[src/rtl/fetch_sequencer_pkg.sv]
// Shared types and default parameters for the instruction fetch/issue sequencer.
package fetch_sequencer_pkg;

    localparam int unsigned PcWDefault      = 16;
    localparam int unsigned OpcWDefault     = 6;
    localparam logic [5:0]  HaltOpcDefault  = 6'h3F;
    localparam logic [1:0]  FpuClassDefault = 2'b10;

    typedef enum logic [2:0] {
        StIdle,
        StFetch,
        StLoad,
        StDecode,
        StIssue,
        StWait,
        StHalt
    } seq_state_e;

endpackage

[src/rtl/fetch_sequencer_pc_next_unit.sv]
// Next-PC selection: branch redirect or sequential increment, wrapping modulo 2^PC_W.
module fetch_sequencer_pc_next_unit #(
    parameter int unsigned PC_W = 16
) (
    input  logic [PC_W-1:0] pc,
    input  logic            branch_taken,
    input  logic [PC_W-1:0] branch_target,
    output logic [PC_W-1:0] pc_next
);

    logic [PC_W-1:0] pc_inc;

    // Carry out of the top bit is dropped, giving the wrap to zero.
    assign pc_inc  = pc + {{(PC_W-1){1'b0}}, 1'b1};
    assign pc_next = branch_taken ? branch_target : pc_inc;

endmodule

[src/rtl/fetch_sequencer.sv]
// Fetch/issue control FSM: drives the PC and IR load, issues to integer or FPU execute,
// and advances or redirects the PC once execution completes.
module fetch_sequencer
    import fetch_sequencer_pkg::*;
#(
    parameter int unsigned      PC_W      = PcWDefault,
    parameter int unsigned      OPC_W     = OpcWDefault,
    parameter logic [PC_W-1:0]  RESET_PC  = '0,
    parameter logic [OPC_W-1:0] HALT_OPC  = HaltOpcDefault,
    parameter logic [1:0]       FPU_CLASS = FpuClassDefault
) (
    input  logic             clk,
    input  logic             rstn,
    input  logic             start,
    input  logic             stop,
    input  logic [OPC_W-1:0] ir_opcode,
    input  logic             exec_ready,
    input  logic             exec_done,
    input  logic             branch_taken,
    input  logic [PC_W-1:0]  branch_target,
    output logic [PC_W-1:0]  program_counter,
    output logic             loadIR,
    output logic             issue_valid,
    output logic             issue_fpu,
    output logic             busy,
    output logic             halted
);

    seq_state_e      state_q, state_d;
    logic [PC_W-1:0] pc_q, pc_d, pc_next;
    logic            fpu_q, fpu_d;
    logic            pc_update;

    fetch_sequencer_pc_next_unit #(
        .PC_W (PC_W)
    ) u_pc_next (
        .pc            (pc_q),
        .branch_taken  (branch_taken),
        .branch_target (branch_target),
        .pc_next       (pc_next)
    );

    always_comb begin
        state_d   = state_q;
        fpu_d     = fpu_q;
        pc_update = 1'b0;
        case (state_q)
            StIdle:   if (start) state_d = StFetch;
            StFetch:  state_d = StLoad;
            StLoad:   state_d = StDecode;
            StDecode: begin
                // A halt opcode leaves the PC on itself so resume refetches it.
                if (ir_opcode == HALT_OPC) begin
                    state_d = StHalt;
                end else begin
                    fpu_d   = (ir_opcode[OPC_W-1 -: 2] == FPU_CLASS);
                    state_d = StIssue;
                end
            end
            StIssue: begin
                if (exec_ready) begin
                    if (fpu_q) begin
                        state_d = StWait;
                    end else begin
                        pc_update = 1'b1;
                        state_d   = stop ? StHalt : StFetch;
                    end
                end
            end
            StWait: begin
                if (exec_done) begin
                    pc_update = 1'b1;
                    state_d   = stop ? StHalt : StFetch;
                end
            end
            StHalt:   if (start) state_d = StFetch;
            default:  state_d = StIdle;
        endcase
        pc_d = pc_update ? pc_next : pc_q;
    end

    always_ff @(posedge clk) begin
        if (rstn) begin
            state_q <= StIdle;
            pc_q    <= RESET_PC;
            fpu_q   <= 1'b0;
        end else begin
            state_q <= state_d;
            pc_q    <= pc_d;
            fpu_q   <= fpu_d;
        end
    end

    assign program_counter = pc_q;
    assign loadIR          = (state_q == StLoad);
    assign issue_valid     = (state_q == StIssue);
    assign issue_fpu       = (state_q == StIssue) && fpu_q;
    assign busy            = (state_q != StIdle) && (state_q != StHalt);
    assign halted          = (state_q == StHalt);

endmodule

[config.mk]
export PLATFORM = sky130hd
export DESIGN_NAME = fetch_sequencer
export DESIGN_NICKNAME = d
export VERILOG_FILES = /design/src/rtl/fetch_sequencer_pkg.sv /design/src/rtl/fetch_sequencer_pc_next_unit.sv /design/src/rtl/fetch_sequencer.sv
export SDC_FILE = /design/constraint.sdc
export NUM_CORES = 1
export LEC_CHECK = 0
export ABC_AREA = 1
export CORE_MARGIN = 2
export CORE_UTILIZATION = 49
export DETAILED_ROUTE_END_ITERATION = 12
export PLACE_DENSITY = 0.86
export SYNTH_ARGS = -nofsm -noshare
export SYNTH_HDL_FRONTEND = slang
export SYNTH_SLANG_ARGS = --single-unit
export TNS_END_PERCENT = 100
[constraint.sdc]
create_clock -name clk -period 3.85 [get_ports clk]
set_input_delay 0.77 -clock clk [delete_from_list [all_inputs] [get_ports clk]]
set_output_delay 0.77 -clock clk [all_outputs]
set_load 0.05 [all_outputs]
==> impl_metrics.prom, run 1 <==
# TYPE chip_impl_metric gauge
chip_impl_info{name="status",value="finished clean"} 1
chip_impl_metric{name="tritoncts_num_sinks",unit=""} 20
chip_impl_metric{name="dieWidth",unit="um"} 58.36
chip_impl_metric{name="routed_wire_per_std_cell",unit="um"} 11.21
chip_impl_metric{name="finalSetupViolCount",unit=""} 0
chip_impl_metric{name="n_antenna_cell",unit=""} 0
chip_impl_metric{name="syn-cell-area",unit="um2"} 1448
chip_impl_info{name="crit_family",value="buffers and inverters"} 1
chip_impl_info{name="critPathSlowestCell",value="sky130_fd_sc_hd__clkdlybuf4s50_1"} 1
chip_impl_info{name="worst_path_most_repeated_cell",value="sky130_fd_sc_hd__inv_1"} 1
chip_impl_metric{name="power.switching_fraction",unit=""} 0.3181
chip_impl_metric{name="use_met2",unit=""} 0.3917
chip_impl_metric{name="drc_violations_left",unit=""} 0
chip_impl_metric{name="multiInputGateArea",unit="um2"} 889.6
chip_impl_metric{name="chipHeight",unit="um"} 58.36
chip_impl_metric{name="clock_path_buffers",unit=""} 2
chip_impl_metric{name="timing_worst_slew_pin_value",unit="ps"} 640.1
chip_impl_metric{name="combinationalPowerShare",unit=""} 0.279
chip_impl_metric{name="clock_pin_slew_of_the_registers_on_the_worst_case_setup_and_hold_paths",unit="ps"} 110
chip_impl_metric{name="met1_routing_resource_usage_after_global_routing",unit=""} 0.2936
chip_impl_metric{name="die_area",unit="um2"} 3405
chip_impl_metric{name="critical-path-max-stage-delay",unit="ps"} 800
chip_impl_metric{name="max_freq",unit="GHz"} 0.3705
chip_impl_metric{name="max-vdd-ir-drop",unit="V"} 0.0002791
chip_impl_metric{name="length_of_the_first_detailed_routing_pass_in_iterations",unit=""} 4
chip_impl_metric{name="worst-endpoint-required",unit="ps"} 3080
chip_impl_info{name="top_usage_layer",value="met2"} 1
chip_impl_metric{name="total_gr_overflow",unit=""} 0
chip_impl_metric{name="globalRouteTotalUtil",unit=""} 0.2298
chip_impl_info{name="ys_top_cells_by_area",value="sky130_fd_sc_hd__dfxtp_1 (28%), sky130_fd_sc_hd__nand2_1 (18%), sky130_fd_sc_hd__nor2_1 (10%), sky130_fd_sc_hd__inv_1 (7.3%), sky130_fd_sc_hd__a21oi_1 (6.6%)"} 1
chip_impl_info{name="layout.cells.most_common",value="sky130_fd_sc_hd__nand2_1"} 1
chip_impl_metric{name="netlist-cell-type-count",unit=""} 28
chip_impl_metric{name="postCtsSetupRepairBufs",unit=""} 0
chip_impl_metric{name="detailedRoute.firstIterationViolations",unit=""} 81
chip_impl_info{name="cp-end-kind",value="output pin"} 1
chip_impl_info{name="synth_top_cell_by_area",value="sky130_fd_sc_hd__dfxtp_1"} 1
chip_impl_metric{name="drv_cap",unit=""} 0
chip_impl_info{name="hold_path_class",value="reg -> reg"} 1
chip_impl_metric{name="initial_antenna_violation_count",unit=""} 0
chip_impl_metric{name="ios",unit=""} 50
chip_impl_metric{name="final-hold-violation-count",unit=""} 0
chip_impl_metric{name="power_per_cell_area",unit="nW/um2"} 244.3
chip_impl_metric{name="h_tree_lvl_count",unit=""} 1
chip_impl_metric{name="finalWeightedCongestion",unit=""} 0.8443
chip_impl_metric{name="initial_core_util",unit=""} 0.5205
chip_impl_metric{name="synthCells",unit=""} 247
chip_impl_metric{name="worst-path-buf-inv",unit=""} 3
chip_impl_info{name="start_kind",value="flop"} 1
chip_impl_info{name="worstPathCellList",value="inv_1, nand2_2, nor2_4, inv_1, nor2_1, clkdlybuf4s50_1"} 1
chip_impl_metric{name="postSynthNetCount",unit=""} 277
chip_impl_info{name="layout.cells.most_common_list",value="sky130_fd_sc_hd__nand2_1 (71), sky130_fd_sc_hd__clkdlybuf4s50_1 (49), sky130_fd_sc_hd__nor2_1 (40)"} 1
chip_impl_metric{name="final.setup_skew",unit="ps"} 9.293
chip_impl_info{name="tritoncts_clock_tree",value="built"} 1
chip_impl_metric{name="seqPwrFrac",unit=""} 0.455
chip_impl_metric{name="yosys_warnings",unit=""} 0
chip_impl_metric{name="share_of_layout_cells_above_drive_strength_1",unit=""} 0.06102
chip_impl_info{name="clk_root_buffer_cell",value="sky130_fd_sc_hd__clkbuf_4"} 1
chip_impl_metric{name="place_hpwl",unit="mm"} 2.796
chip_impl_metric{name="synthesis.area_per_instance",unit="um2"} 5.861
chip_impl_metric{name="path_max_fanout",unit=""} 5
chip_impl_metric{name="port_buffers",unit=""} 49
chip_impl_metric{name="postLayoutCoreUtil",unit=""} 0.7139
chip_impl_metric{name="layout-area-overhead-vs-synth",unit="%"} 37.16
chip_impl_metric{name="final-seq-area",unit="um2"} 400.4
chip_impl_metric{name="inserted_clock_buffers",unit=""} 3
chip_impl_metric{name="grt_first_pass_wirelength",unit="mm"} 6.161
chip_impl_info{name="grt_setup_unrepaired",value="false"} 1
chip_impl_metric{name="core_region_area",unit="um2"} 2781
chip_impl_metric{name="p_clk_frac",unit=""} 0.266
chip_impl_metric{name="fillCellCount",unit=""} 256
chip_impl_metric{name="total_switching_power",unit="mW"} 0.1543
chip_impl_metric{name="setup_total_negative_slack",unit="ps"} 0
chip_impl_metric{name="timing.final.crit_period",unit="ps"} 2699
chip_impl_metric{name="postRouteAntennaNets",unit=""} 0
chip_impl_metric{name="timing.critical_path.arrival",unit="ps"} 1930
chip_impl_metric{name="postCtsHoldBufs",unit=""} 0
chip_impl_metric{name="route.final.wire_length",unit="mm"} 3.653
chip_impl_metric{name="postCtsResizedCells",unit=""} 0
chip_impl_info{name="setup.worst_path.class",value="reg -> out"} 1
chip_impl_metric{name="met3_track_demand_over_resource_in_global_routing",unit=""} 0.05275
chip_impl_metric{name="num-nets-final",unit=""} 326
chip_impl_metric{name="via_count",unit=""} 1675
chip_impl_metric{name="worst_slew_margin_rel",unit=""} 0.5719
chip_impl_metric{name="cell_internal_pwr",unit="mW"} 0.3308
chip_impl_metric{name="synth_seq_cells",unit=""} 20
chip_impl_metric{name="sequential_element_share_of_the_synthesized_area",unit=""} 0.2766
chip_impl_metric{name="clock_insertion_delay_worst_skew",unit="ps"} 320
chip_impl_metric{name="number_of_vias_per_cell",unit=""} 5.138
chip_impl_metric{name="first_global_vias",unit=""} 1444
chip_impl_metric{name="drv_slew",unit=""} 0
chip_impl_metric{name="final.period_utilization",unit=""} 0.7011
chip_impl_metric{name="num_rows",unit=""} 19
chip_impl_metric{name="p_leak",unit="nW"} 0.7472
chip_impl_metric{name="maximum_number_of_pins_on_one_net_before_global_route_repair",unit=""} 20
chip_impl_metric{name="synthDominantCellAreaShare",unit=""} 0.2766
worst register-to-register path, cell delays in order, from the launching register on:
cell	delay, ps
sky130_fd_sc_hd__dfxtp_1	410
sky130_fd_sc_hd__ha_1	230
sky130_fd_sc_hd__nand2_1	70
sky130_fd_sc_hd__nor2_1	120
sky130_fd_sc_hd__nand2_1	140
sky130_fd_sc_hd__nor2_1	130
sky130_fd_sc_hd__o21ai_0	90
sky130_fd_sc_hd__nand2_1	70
sky130_fd_sc_hd__nand2_1	50
sky130_fd_sc_hd__a21oi_1	100
metal layers:
metal	vias to the layer above	routed length (um)	part of all wire
met5	-	0	0
met4	0	20	0.0055
met3	2	223	0.061
met2	48	1692	0.46
met1	736	1717	0.47
li1	889	-	-
registers in the layout, summed over array words and instances, names as in the netlist:
register and flops:
state_q 3, program_counter 16, fpu_q 1
stage by stage:
step                      hold WS [ps]  setup slack, ps  cells  total power, mW  area (um2)
after floorplan                  456.8             1526    247           0.3074        1448
after global placement           469.1             1516    322           0.3613        1949
after detailed placement         472.4             1500    322           0.3611        1949
after CTS                        489.7             1145    326           0.4873        1986
after global routing             532.0             1030    326           0.5130        1986
final                            490.0             1151    326           0.4851        1986
cells by family (layout without fill, tap and decap cells):
| group | after synthesis | after routing | synth area share |
|---|---|---|---|
| adder cells (fa/ha/maj) | 1 | 1 | 0.008642 |
| flip-flops | 20 | 20 | 0.2766 |
| buffers and inverters | 37 | 85 | 0.1089 |
| AO/OA/AOI/OAI | 48 | 48 | 0.1902 |
| AND/OR/NAND/NOR | 141 | 141 | 0.4157 |
cell type report:
class / instances / area share
Clock buffer: 4 / 0.01827
Timing Repair Buffer: 51 / 0.2546
Multi-Input combinational cell: 190 / 0.4480
Sequential cell: 20 / 0.2016
Inverter: 30 / 0.05797
Tap cell: 31 / 0.01953
Yosys cell counts:
cell                       count
sky130_fd_sc_hd__nand2_1      71
sky130_fd_sc_hd__nor2_1       40
sky130_fd_sc_hd__inv_1        28
sky130_fd_sc_hd__dfxtp_1      20
sky130_fd_sc_hd__a21oi_1      19
sky130_fd_sc_hd__nand3_1      18
sky130_fd_sc_hd__o21ai_0      16
sky130_fd_sc_hd__nand4_1       4
sky130_fd_sc_hd__a22o_1        3
sky130_fd_sc_hd__clkbuf_1      3
sky130_fd_sc_hd__a21oi_2       2
sky130_fd_sc_hd__buf_6         2
sky130_fd_sc_hd__nand2_2       2
sky130_fd_sc_hd__nor2_4        2
sky130_fd_sc_hd__o21a_1        2
sky130_fd_sc_hd__o21ai_1       2
sky130_fd_sc_hd__o21ai_2       2
sky130_fd_sc_hd__a31oi_1       1
sky130_fd_sc_hd__buf_1         1
sky130_fd_sc_hd__buf_2         1
sky130_fd_sc_hd__clkinv_1      1
sky130_fd_sc_hd__ha_1          1
sky130_fd_sc_hd__inv_4         1
sky130_fd_sc_hd__nand2_4       1
sky130_fd_sc_hd__nand3_2       1
sky130_fd_sc_hd__nand3b_1      1
sky130_fd_sc_hd__nor2_2        1
sky130_fd_sc_hd__o31ai_1       1
final timing paths:
path / to / slack (ps) / from / cells after the start
worst max register to register: program_counter[10] / 2380 / program_counter[0] / 9
worst max-delay path: issue_fpu / 1150 / state_q[1] / 6
worst min register to register: state_q[1] / 490 / state_q[1] / 2
worst min-delay path: state_q[1] / 490 / state_q[1] / 2
power groups by stage:
stage | clock network (mW) | logic, mW | registers (mW)
floorplan | 0 | 0.0772 | 0.230
global placement | 0 | 0.136 | 0.225
detailed placement | 0 | 0.136 | 0.225
CTS | 0.130 | 0.137 | 0.220
global route | 0.142 | 0.149 | 0.222
finish | 0.129 | 0.135 | 0.221
(Power assumes the default switching activity.)
==> run 2, diff against run 1 <==
--- a/config.mk
+++ b/config.mk
@@ -7,9 +7,9 @@
 export LEC_CHECK = 0
 export ABC_AREA = 1
 export CORE_MARGIN = 2
-export CORE_UTILIZATION = 49
+export CORE_UTILIZATION = 45
 export DETAILED_ROUTE_END_ITERATION = 12
-export PLACE_DENSITY = 0.86
+export PLACE_DENSITY = 0.8
 export SYNTH_ARGS = -nofsm -noshare
 export SYNTH_HDL_FRONTEND = slang
 export SYNTH_SLANG_ARGS = --single-unit
==> constraint.sdc (replaced) <==
create_clock -name clk -period 2.76 [get_ports clk]
set_input_delay 0.552 -clock clk [delete_from_list [all_inputs] [get_ports clk]]
set_output_delay 0.552 -clock clk [all_outputs]
set_load 0.05 [all_outputs]
==> impl_metrics.prom, run 2 (synthesized netlist as in run 1, its figures left out) <==
# TYPE chip_impl_metric gauge
chip_impl_metric{name="fillCellCount",unit=""} 276
chip_impl_metric{name="first_global_vias",unit=""} 1469
chip_impl_info{name="crit_family",value="buffers and inverters"} 1
chip_impl_metric{name="critical-path-max-stage-delay",unit="ps"} 800
chip_impl_info{name="worst_r2r_endpoint",value="program_counter[10]"} 1
chip_impl_metric{name="die_area",unit="um2"} 3687
chip_impl_info{name="worst_path_most_repeated_cell",value="sky130_fd_sc_hd__inv_1"} 1
chip_impl_metric{name="ios",unit=""} 50
chip_impl_info{name="layout.cells.most_common",value="sky130_fd_sc_hd__nand2_1"} 1
chip_impl_info{name="grt_setup_unrepaired",value="false"} 1
chip_impl_metric{name="power_per_cell_area",unit="nW/um2"} 334.8
chip_impl_metric{name="postCtsHoldBufs",unit=""} 0
chip_impl_metric{name="drv_slew",unit=""} 0
chip_impl_metric{name="initial_antenna_violation_count",unit=""} 0
chip_impl_metric{name="postCtsSetupRepairBufs",unit=""} 0
chip_impl_metric{name="layout-area-overhead-vs-synth",unit="%"} 38.81
chip_impl_metric{name="h_tree_lvl_count",unit=""} 1
chip_impl_metric{name="num_rows",unit=""} 20
chip_impl_metric{name="finalSetupViolCount",unit=""} 0
chip_impl_info{name="status",value="finished clean"} 1
chip_impl_metric{name="chipHeight",unit="um"} 60.72
chip_impl_info{name="tritoncts_clock_tree",value="built"} 1
chip_impl_info{name="clk_root_buffer_cell",value="sky130_fd_sc_hd__clkbuf_4"} 1
chip_impl_metric{name="drv_cap",unit=""} 0
chip_impl_metric{name="length_of_the_first_detailed_routing_pass_in_iterations",unit=""} 4
chip_impl_metric{name="number_of_vias_per_cell",unit=""} 5.021
chip_impl_metric{name="timing_worst_slew_pin_value",unit="ps"} 517.3
chip_impl_metric{name="worst-endpoint-required",unit="ps"} 2210
chip_impl_metric{name="core_region_area",unit="um2"} 3053
chip_impl_metric{name="total_power",unit="mW"} 0.6728
chip_impl_metric{name="routed_wire_per_std_cell",unit="um"} 10.78
chip_impl_metric{name="max_freq",unit="GHz"} 0.4041
chip_impl_metric{name="clock_path_buffers",unit=""} 2
chip_impl_info{name="setup.worst_path.class",value="reg -> out"} 1
chip_impl_info{name="worstPathCellList",value="inv_1, nand2_2, nor2_4, inv_1, nor2_1, clkdlybuf4s50_1"} 1
chip_impl_metric{name="clock_insertion_delay_worst_skew",unit="ps"} 310
chip_impl_info{name="hold_path_class",value="reg -> reg"} 1
chip_impl_metric{name="dieWidth",unit="um"} 60.72
chip_impl_metric{name="max-vdd-ir-drop",unit="V"} 0.0002157
chip_impl_metric{name="fin_hold_ws",unit="ps"} 503.1
chip_impl_info{name="cp-end-kind",value="output pin"} 1
chip_impl_metric{name="num-nets-final",unit=""} 327
chip_impl_metric{name="inserted_clock_buffers",unit=""} 3
chip_impl_metric{name="total_gr_overflow",unit=""} 0
chip_impl_metric{name="worst_slew_margin_rel",unit=""} 0.6540
chip_impl_metric{name="postCtsResizedCells",unit=""} 0
chip_impl_info{name="critPathCapture",value="issue_fpu"} 1
chip_impl_metric{name="drc_violations_left",unit=""} 0
chip_impl_metric{name="maximum_number_of_pins_on_one_net_before_global_route_repair",unit=""} 19
chip_impl_metric{name="clock_pin_slew_of_the_registers_on_the_worst_case_setup_and_hold_paths",unit="ps"} 110
chip_impl_metric{name="detailedRoute.firstIterationViolations",unit=""} 73
chip_impl_metric{name="r2r_slack",unit="ps"} 1230
chip_impl_metric{name="final.setup_skew",unit="ps"} 13.95
chip_impl_metric{name="final.period_utilization",unit=""} 0.8966
chip_impl_info{name="critical_path.reg2reg.startpoint",value="program_counter[0]"} 1
chip_impl_metric{name="via_count",unit=""} 1707
chip_impl_metric{name="p_leak",unit="nW"} 0.7520
chip_impl_metric{name="pre_cts_slack",unit="ps"} 610.8
chip_impl_metric{name="path_max_fanout",unit=""} 5
chip_impl_metric{name="final.setup.worst_slack",unit="ps"} 285.3
chip_impl_metric{name="number_of_flip_flops_under_the_largest_register_name",unit=""} 16
chip_impl_metric{name="final-hold-violation-count",unit=""} 0
chip_impl_metric{name="port_buffers",unit=""} 49
chip_impl_metric{name="timing.final.crit_period",unit="ps"} 2475
chip_impl_metric{name="timing.reg2reg.worst_path_depth",unit=""} 9
chip_impl_metric{name="postRouteAntennaNets",unit=""} 0
chip_impl_metric{name="worst-path-buf-inv",unit=""} 3
chip_impl_metric{name="grt_first_pass_wirelength",unit="mm"} 6.127
chip_impl_info{name="startpoint",value="state_q[1]"} 1
chip_impl_metric{name="tritoncts_num_sinks",unit=""} 20
chip_impl_metric{name="worst-path-stages",unit=""} 6
chip_impl_info{name="layout.cells.most_common_list",value="sky130_fd_sc_hd__nand2_1 (71), sky130_fd_sc_hd__clkdlybuf4s50_1 (49), sky130_fd_sc_hd__nor2_1 (40)"} 1
chip_impl_metric{name="globalRouteTotalUtil",unit=""} 0.2132
chip_impl_info{name="start_kind",value="flop"} 1
chip_impl_metric{name="n_antenna_cell",unit=""} 0
chip_impl_metric{name="timing.critical_path.arrival",unit="ps"} 1920
chip_impl_info{name="timing.hold.worst.start",value="state_q[1]"} 1
chip_impl_metric{name="share_of_layout_cells_above_drive_strength_1",unit=""} 0.06419
chip_impl_metric{name="finalWeightedCongestion",unit=""} 0.8804
chip_impl_info{name="critPathSlowestCell",value="sky130_fd_sc_hd__clkdlybuf4s50_1"} 1
chip_impl_metric{name="route.final.wire_length",unit="mm"} 3.666
chip_impl_metric{name="place_hpwl",unit="mm"} 2.879
chip_impl_metric{name="setup_total_negative_slack",unit="ps"} 0
chip_impl_metric{name="initial_core_util",unit=""} 0.4742
[run 2: changes by cell type in the layout (fill, tap and decap cells not counted), sizes merged]
cell	delta
buf	+1
[run 2: metal layers]
metal | part of all wire | GRT usage
met5 | 0 | 0
met4 | 0.0079 | 0.05901
met3 | 0.072 | 0.02132
met2 | 0.45 | 0.3456
met1 | 0.47 | 0.3021
[run 2: layout make-up]
cell class	instances	area [um2]	area share
tap	44	55.05	0.02740
sequential	20	400.4	0.1993
timing repair buffer	52	513.0	0.2553
inverter	30	115.1	0.05728
clock buffer	4	36.28	0.01806
multi-input combinational	190	889.6	0.4427
[run 2: worst reg2reg max path: cells and delay by family, from the launching register on]
family,cells,cell delay [ps]
fa+ha+maj,1,240
simple gates,6,640
flops,1,420
compound gates,2,190
[run 2: worst min path at each step]
| stage | to | cells after the start | slack [ps] |
|---|---|---|---|
| final | state_q[1] | 2 | 500 |
| after floorplan | state_q[1] | 2 | 460 |
| after detailed placement | state_q[1] | 2 | 490 |
| after global placement | state_q[1] | 2 | 470 |
| after global routing | program_counter[15] | 2 | 530 |
| after CTS | state_q[1] | 2 | 510 |
[run 2: where the power goes]
group / switching, mW / internal (mW)
logic: 0.108 / 0.0841
clock network: 0.0923 / 0.0805
registers: 0.0103 / 0.298
[run 2: metrics by stage]
stage	utilization	instance area, um2	cells
detailed placement	0.6463	1973	336
global route	0.6582	2009	340
finish	0.6582	2009	340
global placement	0.6463	1973	336
floorplan	-	1448	247
CTS	0.6582	2009	340
